--- src/rtl/store_merge_buffer_pkg.sv ---
// Shared types for the post-commit store merge buffer: access types, the
// access-size decode and the default-configuration entry layout.
package store_merge_buffer_pkg;

  localparam int DCACHE_LINE_SIZE = 16;
  localparam int DEFAULT_PADDR_WIDTH = 34;
  localparam int DEFAULT_OFFSET_WIDTH = $clog2(DCACHE_LINE_SIZE);

  typedef enum logic [3:0] {
    Byte,
    UnsignedByte,
    HalfWord,
    UnsignedHalfWord,
    Word,
    UnsignedWord,
    FpWord,
    DoubleWord,
    None
  } LoadStoreType;

  // Entry layout for the default line size and address width.
  typedef struct packed {
    logic                                            valid;
    logic [DEFAULT_PADDR_WIDTH-DEFAULT_OFFSET_WIDTH-1:0] lineAddr;
    logic [DCACHE_LINE_SIZE*8-1:0]                   line;
    logic [DCACHE_LINE_SIZE-1:0]                     writeMask;
  } StoreBufferEntry;

  function automatic logic [3:0] AccessSizeOf(LoadStoreType t);
    case (t)
      Byte, UnsignedByte:           return 4'd1;
      HalfWord, UnsignedHalfWord:   return 4'd2;
      Word, UnsignedWord, FpWord:   return 4'd4;
      DoubleWord:                   return 4'd8;
      default:                      return 4'd0;
    endcase
  endfunction

endpackage

--- src/rtl/store_merge_buffer_if.sv ---
// Bus bundle between the store pipeline / load unit / data cache and the
// store merge buffer.
interface store_merge_buffer_if
  import store_merge_buffer_pkg::*;
#(
    parameter int LINE_SIZE   = DCACHE_LINE_SIZE,
    parameter int PADDR_WIDTH = DEFAULT_PADDR_WIDTH
);
    localparam int LINE_WIDTH      = LINE_SIZE * 8;
    localparam int OFFSET_WIDTH    = $clog2(LINE_SIZE);
    localparam int LINE_ADDR_WIDTH = PADDR_WIDTH - OFFSET_WIDTH;

    // Both handshakes: a transfer happens on a rising edge where valid and
    // ready are both high; the offering side keeps payload stable until then.
    logic                       enqueueValid;
    logic                       enqueueReady;
    logic [PADDR_WIDTH-1:0]     enqueueAddr;
    logic [63:0]                enqueueValue;
    LoadStoreType               enqueueLoadStoreType;
    logic                       drainValid;
    logic                       drainReady;
    logic [LINE_ADDR_WIDTH-1:0] drainLineAddr;
    logic [LINE_WIDTH-1:0]      drainLine;
    logic [LINE_SIZE-1:0]       drainWriteMask;
    logic [LINE_ADDR_WIDTH-1:0] lookupLineAddr;
    logic                       lookupHit;
    logic                       empty;

    modport master (
        output enqueueValid, enqueueAddr, enqueueValue, enqueueLoadStoreType,
        output drainReady, lookupLineAddr,
        input  enqueueReady, drainValid, drainLineAddr, drainLine,
        input  drainWriteMask, lookupHit, empty
    );

    modport slave (
        input  enqueueValid, enqueueAddr, enqueueValue, enqueueLoadStoreType,
        input  drainReady, lookupLineAddr,
        output enqueueReady, drainValid, drainLineAddr, drainLine,
        output drainWriteMask, lookupHit, empty
    );

endinterface

--- src/rtl/store_merge_buffer_store_line_aligner.sv ---
// Places a right-justified store value at its byte offset inside a
// cache-line-wide data word and builds the matching byte-enable mask.
module store_line_aligner #(
    parameter int LINE_SIZE = 16,
    localparam int OFFSET_WIDTH = $clog2(LINE_SIZE)
) (
    input  logic [OFFSET_WIDTH-1:0] offset,
    input  logic [3:0]              size,
    input  logic [63:0]             value,
    output logic [LINE_SIZE*8-1:0]  line,
    output logic [LINE_SIZE-1:0]    mask
);

    logic [2:0] rel;

    // Bytes that would fall past the line end simply never match a lane.
    always_comb begin
        line = '0;
        mask = '0;
        rel  = '0;
        for (int i = 0; i < LINE_SIZE; i++) begin
            if (i >= int'(offset) && i < int'(offset) + int'(size)) begin
                rel              = 3'(i - int'(offset));
                mask[i]          = 1'b1;
                line[8*i +: 8]   = value[8*rel +: 8];
            end
        end
    end

endmodule

--- src/rtl/store_merge_buffer.sv ---
// Post-commit store buffer: line-granular FIFO that merges same-line stores
// into the youngest entry, drains in order and answers pending-line lookups.
module store_merge_buffer
  import store_merge_buffer_pkg::*;
#(
    parameter int LINE_SIZE   = DCACHE_LINE_SIZE,
    parameter int ENTRY_COUNT = 4,
    parameter int PADDR_WIDTH = DEFAULT_PADDR_WIDTH
) (
    input  logic clk,
    input  logic rst,
    store_merge_buffer_if.slave bus
);

    localparam int LINE_WIDTH      = LINE_SIZE * 8;
    localparam int OFFSET_WIDTH    = $clog2(LINE_SIZE);
    localparam int LINE_ADDR_WIDTH = PADDR_WIDTH - OFFSET_WIDTH;
    localparam int PTR_WIDTH       = $clog2(ENTRY_COUNT);
    localparam int COUNT_WIDTH     = $clog2(ENTRY_COUNT + 1);

    typedef struct packed {
        logic                       valid;
        logic [LINE_ADDR_WIDTH-1:0] lineAddr;
        logic [LINE_WIDTH-1:0]      line;
        logic [LINE_SIZE-1:0]       writeMask;
    } entry_t;

    entry_t                     entries [ENTRY_COUNT];
    logic [PTR_WIDTH-1:0]       head, tail, youngest;
    logic [COUNT_WIDTH-1:0]     count;

    logic [3:0]                 store_size;
    logic [LINE_ADDR_WIDTH-1:0] store_line_addr;
    logic [LINE_WIDTH-1:0]      store_line;
    logic [LINE_SIZE-1:0]       store_mask;
    logic                       full, store_write, merge, alloc, drain_fire;

    assign store_size      = AccessSizeOf(bus.enqueueLoadStoreType);
    assign store_line_addr = bus.enqueueAddr[PADDR_WIDTH-1:OFFSET_WIDTH];

    store_line_aligner #(.LINE_SIZE(LINE_SIZE)) u_aligner (
        .offset (bus.enqueueAddr[OFFSET_WIDTH-1:0]),
        .size   (store_size),
        .value  (bus.enqueueValue),
        .line   (store_line),
        .mask   (store_mask)
    );

    assign full        = (count == COUNT_WIDTH'(ENTRY_COUNT));
    assign youngest    = tail - PTR_WIDTH'(1);
    assign drain_fire  = bus.drainValid && bus.drainReady;
    // Size-0 stores are accepted but leave the buffer untouched.
    assign store_write = bus.enqueueValid && !full && (store_size != 4'd0);
    // Requiring two entries keeps the head out of merging, so drain payload
    // never changes under a stalled handshake.
    assign merge       = store_write && (count >= COUNT_WIDTH'(2)) &&
                         entries[youngest].valid &&
                         (entries[youngest].lineAddr == store_line_addr);
    assign alloc       = store_write && !merge;

    assign bus.enqueueReady   = !full;
    assign bus.drainValid     = (count != '0);
    assign bus.empty          = (count == '0);
    assign bus.drainLineAddr  = entries[head].lineAddr;
    assign bus.drainLine      = entries[head].line;
    assign bus.drainWriteMask = entries[head].writeMask;

    always_comb begin
        bus.lookupHit = 1'b0;
        for (int i = 0; i < ENTRY_COUNT; i++) begin
            if (entries[i].valid && entries[i].lineAddr == bus.lookupLineAddr)
                bus.lookupHit = 1'b1;
        end
    end

    always_ff @(posedge clk) begin
        if (rst) begin
            head  <= '0;
            tail  <= '0;
            count <= '0;
            for (int i = 0; i < ENTRY_COUNT; i++) entries[i].valid <= 1'b0;
        end else begin
            if (drain_fire) begin
                entries[head].valid <= 1'b0;
                head                <= head + PTR_WIDTH'(1);
            end
            if (merge) begin
                for (int i = 0; i < LINE_SIZE; i++) begin
                    if (store_mask[i])
                        entries[youngest].line[8*i +: 8] <= store_line[8*i +: 8];
                end
                entries[youngest].writeMask <= entries[youngest].writeMask | store_mask;
            end
            if (alloc) begin
                entries[tail] <= '{valid: 1'b1, lineAddr: store_line_addr,
                                   line: store_line, writeMask: store_mask};
                tail          <= tail + PTR_WIDTH'(1);
            end
            case ({alloc, drain_fire})
                2'b10:   count <= count + COUNT_WIDTH'(1);
                2'b01:   count <= count - COUNT_WIDTH'(1);
                default: count <= count;
            endcase
        end
    end

endmodule
--- src/flat_wrapper.sv ---
// flat-port wrapper written by rule: the top's interface ports become plain ports
module store_merge_buffer_flat import store_merge_buffer_pkg::*;
#(
    parameter int LINE_SIZE   = DCACHE_LINE_SIZE,
    parameter int ENTRY_COUNT = 4,
    parameter int PADDR_WIDTH = DEFAULT_PADDR_WIDTH
)
  (clk, rst, bus_enqueueValid, bus_enqueueAddr, bus_enqueueValue, bus_enqueueLoadStoreType, bus_drainReady, bus_lookupLineAddr, bus_enqueueReady, bus_drainValid, bus_drainLineAddr, bus_drainLine, bus_drainWriteMask, bus_lookupHit, bus_empty);
  store_merge_buffer_if #(.LINE_SIZE(LINE_SIZE), .PADDR_WIDTH(PADDR_WIDTH)) bus_i ();
  input  logic clk;
  input  logic rst;
  input wire logic [$bits(bus_i.enqueueValid)-1:0] bus_enqueueValid;
  input wire logic [$bits(bus_i.enqueueAddr)-1:0] bus_enqueueAddr;
  input wire logic [$bits(bus_i.enqueueValue)-1:0] bus_enqueueValue;
  input wire logic [$bits(bus_i.enqueueLoadStoreType)-1:0] bus_enqueueLoadStoreType;
  input wire logic [$bits(bus_i.drainReady)-1:0] bus_drainReady;
  input wire logic [$bits(bus_i.lookupLineAddr)-1:0] bus_lookupLineAddr;
  output wire logic [$bits(bus_i.enqueueReady)-1:0] bus_enqueueReady;
  output wire logic [$bits(bus_i.drainValid)-1:0] bus_drainValid;
  output wire logic [$bits(bus_i.drainLineAddr)-1:0] bus_drainLineAddr;
  output wire logic [$bits(bus_i.drainLine)-1:0] bus_drainLine;
  output wire logic [$bits(bus_i.drainWriteMask)-1:0] bus_drainWriteMask;
  output wire logic [$bits(bus_i.lookupHit)-1:0] bus_lookupHit;
  output wire logic [$bits(bus_i.empty)-1:0] bus_empty;
  assign bus_i.enqueueValid = bus_enqueueValid;
  assign bus_i.enqueueAddr = bus_enqueueAddr;
  assign bus_i.enqueueValue = bus_enqueueValue;
  assign bus_i.enqueueLoadStoreType = bus_enqueueLoadStoreType;
  assign bus_i.drainReady = bus_drainReady;
  assign bus_i.lookupLineAddr = bus_lookupLineAddr;
  assign bus_enqueueReady = bus_i.enqueueReady;
  assign bus_drainValid = bus_i.drainValid;
  assign bus_drainLineAddr = bus_i.drainLineAddr;
  assign bus_drainLine = bus_i.drainLine;
  assign bus_drainWriteMask = bus_i.drainWriteMask;
  assign bus_lookupHit = bus_i.lookupHit;
  assign bus_empty = bus_i.empty;
  store_merge_buffer #(.LINE_SIZE(LINE_SIZE), .ENTRY_COUNT(ENTRY_COUNT), .PADDR_WIDTH(PADDR_WIDTH)) u_core (.clk(clk), .rst(rst), .bus(bus_i));
endmodule
--- config.mk ---
export PLATFORM = sky130hd
export DESIGN_NAME = store_merge_buffer_flat
export DESIGN_NICKNAME = d
export VERILOG_FILES = /design/src/rtl/store_merge_buffer_pkg.sv /design/src/rtl/store_merge_buffer_if.sv /design/src/rtl/store_merge_buffer_store_line_aligner.sv /design/src/rtl/store_merge_buffer.sv /design/src/flat_wrapper.sv
export SDC_FILE = /design/constraint.sdc
export NUM_CORES = 1
export LEC_CHECK = 0
export CAP_MARGIN = 30
export CORE_MARGIN = 3
export CORE_UTILIZATION = 25
export CTS_BUF_LIST = sky130_fd_sc_hd__clkbuf_8
export CTS_CLUSTER_DIAMETER = 200
export CTS_CLUSTER_SIZE = 16
export DETAILED_ROUTE_END_ITERATION = 10
export PLACE_DENSITY_LB_ADDON = 0.25
export SLEW_MARGIN = 30
export SYNTH_ARGS = -nofsm -noshare
export SYNTH_HDL_FRONTEND = slang
export SYNTH_HIERARCHICAL = 1
export SYNTH_SLANG_ARGS = --single-unit
--- constraint.sdc ---
create_clock -name clk -period 12.9 [get_ports clk]
set_clock_uncertainty 0.05 [all_clocks]
set_input_delay 1.29 -clock clk [delete_from_list [all_inputs] [get_ports clk]]
set_output_delay 1.29 -clock clk [all_outputs]
set_load 0.005 [all_outputs]
==> Implementation_results.wiki <==
{| class="wikitable"
! Metric !! Value
|-
| Run status || finished clean
|-
| Number of hold buffers added after CTS || 0
|-
| CP Capture Type || flip-flop
|-
| Buffers plus inverters on the worst setup path || 3
|-
| Fin Setup TNS || 0 ps
|-
| Total routed wirelength || 114 mm
|-
| GP Congestion || 0.898
|-
| Total setup buffers inserted after CTS || 0
|-
| Floorplan die area || 140000 um2
|-
| Data required time at the worst endpoint || 13160 ps
|-
| YS warnings || 6
|-
| Worst slew slack as a fraction of its limit || 30.6%
|-
| Kind of critical path || reg -> reg
|-
| Remaining global-route overflow || 0
|-
| Routed Antenna Nets || 0
|-
| LEAKAGE || 12.5 nW
|-
| Global-route wire length before repair || 158 mm
|-
| Crit Path Max Fanout || 47
|-
| Number of instances in the synthesized netlist || 1920
|-
| Syn_nets || 2068
|-
| CTS Root Cell || clkbuf_8
|-
| Half-perimeter wire length of the detailed placement result || 82.3 mm
|-
| DRC violation count after routing || 0
|-
| Worst voltage drop across the vdd grid || 101 uV
|-
| Clock-pin slew on the worst setup and hold paths || 100 ps
|-
| Beginning of the critical path || u_core/tail[0]
|-
| Count of routing violations after the opening detailed-route iteration || 2097
|-
| Unrepaired setup endpoints after global routing || false
|-
| Post-synthesis sequential element count || 709
|-
| Routed length per placed instance || 28.7 um
|-
| Clock tree from TritonCTS || built
|-
| Buffers from clock root to sink, at most || 3
|-
| Resized Gates After CTS || 0
|-
| Number of nets in the layout || 2330
|-
| Library cells used by synthesis || 87
|-
| Highest-count cells in the layout ignoring fill and taps || 700 x edfxtp_1, 311 x clkdlybuf4s50_1, 268 x mux4_2
|-
| Power Density || 137 nW/um2
|-
| Antenna violations before repair || 18
|-
| Gate family responsible for the most delay along the worst path || simple AND/OR/NAND/NOR gates
|-
| Path class of the lowest-slack min-delay path || reg -> reg
|-
| Least setup slack across all paths after layout || 6890 ps
|-
| Starting density of the core || 25.3%
|-
| Core region area || 134000 um2
|-
| Fraction of registers with async set/reset || 0%
|-
| Total standard cell area after synthesis || 33800 um2
|-
| Count of buffers from port buffering || 313
|-
| Maximum number of pins on one net before global-route repair || 145
|-
| Library cell appearing most often on the critical path || buf_4
|-
| Fin crit share || 46.6%
|-
| Routed wl met2 || 54.3 mm
|-
| Number of I/O pins || 314
|-
| Number of optimization iterations in the first detailed-route pass || 6
|-
| Highest Signal Layer || met5
|-
| Primary flip-flop cell chosen by synthesis mapping || edfxtp_1
|-
| Post-Synthesis Mean Instance Area || 17.6 um2
|-
| Overall fraction of global-route tracks in use || 15.9%
|-
| Most frequent standard cell in the layout excluding fill and tap cells || edfxtp_1
|-
| Cell at the slowest stage of the critical path || dfxtp_4
|-
| Clock sink total || 709
|-
| Overall power consumption || 5.42 mW
|-
| Area overhead of the layout relative to synthesis || 17.2%
|-
| Number of rows created at floorplan || 134
|-
| DP Worst Slack || 6920 ps
|-
| Slew @ Worst Pin || 1010 ps
|-
| Via density || 4.99
|-
| Share of synthesized area occupied by flip-flops and latches || 62.7%
|-
| Met3 routed wirelength || 10.0 mm
|-
| Routed met1 length || 46.8 mm
|-
| Post-Route Utilization || 29.6%
|-
| Die H || 374 um
|-
| Cts bufs inserted || 50
|-
| Layout cells sized above 1 || 20.0%
|-
| Max-slew violations || 0
|-
| Non-filler instance count after layout || 3968
|-
| Critical Path Max Stage Delay || 910 ps
|-
| Number of max-cap violations || 0
|-
| Final Hold Fails || 0
|-
| Via count || 19800
|-
| Critical path data arrival time || 6270 ps
|-
| Filler Cell Count || 13200
|-
| Origin of the critical flop-to-flop path || u_core/tail[0]
|-
| Maximum operating frequency || 0.166 GHz
|-
| Category of the worst setup path launch point || flip-flop
|-
| Ordered cell list for the critical path || buf_4 -> mux4_2 -> xnor2_1 -> o2111ai_1 -> nor4_2 -> and3_4 -> a21oi_4 -> buf_4 -> and3_4 -> buf_4 -> a21o_1
|-
| Width of the die || 374 um
|-
| Minimum clock period || 6010 ps
|-
| Number of global-route vias before repair || 20300
|-
| Number of levels in the clock H-tree || 2
|-
| Placed Cells || 3897
|-
| Final Setup Violations || 0
|-
| Clk_lat worst skew || 770 ps
|-
| Number of enable flip-flop cells after synthesis || 700
|-
| Origin of the worst min-delay path || u_core/count[2]
|}
-- power breakdown --
group | internal (mW) | switching [mW] | leakage [nW]
combinational | 0.833 | 0.829 | 5.54
clock | 0.358 | 0.720 | 0.428
sequential | 2.61 | 0.0679 | 6.54
total | 3.80 | 1.62 | 12.5
-- worst min-delay path, stage by stage, from the launching register on --
cell and delay (ps):
dfxtp_1 370, o21ai_0 100, a21oi_1 70
-- layer usage --
| layer | GRT usage, % | vias up |
|---|---|---|
| met3 | 4.03 | 107 |
| met1 | 21.0 | 10500 |
| met5 | 0 | - |
| met4 | 4.05 | 10 |
| met2 | 26.0 | 873 |
| li1 | - | 8258 |
-- flip-flops by register name, indices dropped and copies added (netlist names), named ones only --
signal / cells
u_core/entries: 700
u_core/count: 3
u_core/head: 2
u_core/tail: 2
-- worst paths after layout --
| check | to | slack, ps | cells after the start |
|---|---|---|---|
| max | u_core/entries[1][11] | 6890 | 11 |
| min | u_core/count[2] | 530 | 2 |
| max reg2reg | u_core/entries[1][11] | 6890 | 11 |
| min reg2reg | u_core/count[2] | 530 | 2 |
-- final cells by class --
type / count / area [um2] / area share [%]
flip-flops and latches: 709 / 21200 / 53.5
multi-input cells: 1058 / 11900 / 30.1
repair buffers: 337 / 3370 / 8.50
well taps: 1768 / 2210 / 5.58
clock buffers: 50 / 688 / 1.74
inverters: 26 / 97.6 / 0.246
clock inverters: 12 / 77.6 / 0.196
diodes: 8 / 20.0 / 0.0505
-- cells by family after synthesis --
kind of cell,after synthesis,share of synthesized area (%)
XOR/XNOR,147,3.94
flip-flops,709,62.7
adder cells (fa/ha/maj),12,0.489
AND/OR/NAND/NOR,366,5.88
multiplexers,368,20.9
AO/OA/AOI/OAI,165,3.80
buffers and inverters,153,2.23
-- through the flow --
step           hold WS (ps)  instance area (um2)
2_1_floorplan           443                33800
3_3_place_gp            484                38700
3_5_place_dp            519                38800
4_1_cts                 537                39500
5_1_grt                 573                39600
6_report                533                39600
-- cell usage after synthesis, drive strengths merged, types with 15 or more instances --
cell | count | area [um2]
xnor2 | 92 | 843
edfxtp | 700 | 21000
nor2 | 95 | 357
nand4 | 29 | 181
nor2b | 19 | 119
a21oi | 33 | 195
clkbuf | 57 | 215
inv | 24 | 90.1
mux2i | 75 | 751
nor3 | 45 | 240
nand2 | 60 | 233
a21o | 70 | 526
mux2 | 25 | 282
buf | 70 | 440
and2 | 30 | 188
nand3 | 15 | 90.1
nor4 | 24 | 208
xor2 | 55 | 489
mux4 | 268 | 6040
Power figures use the tool's default switching activity.
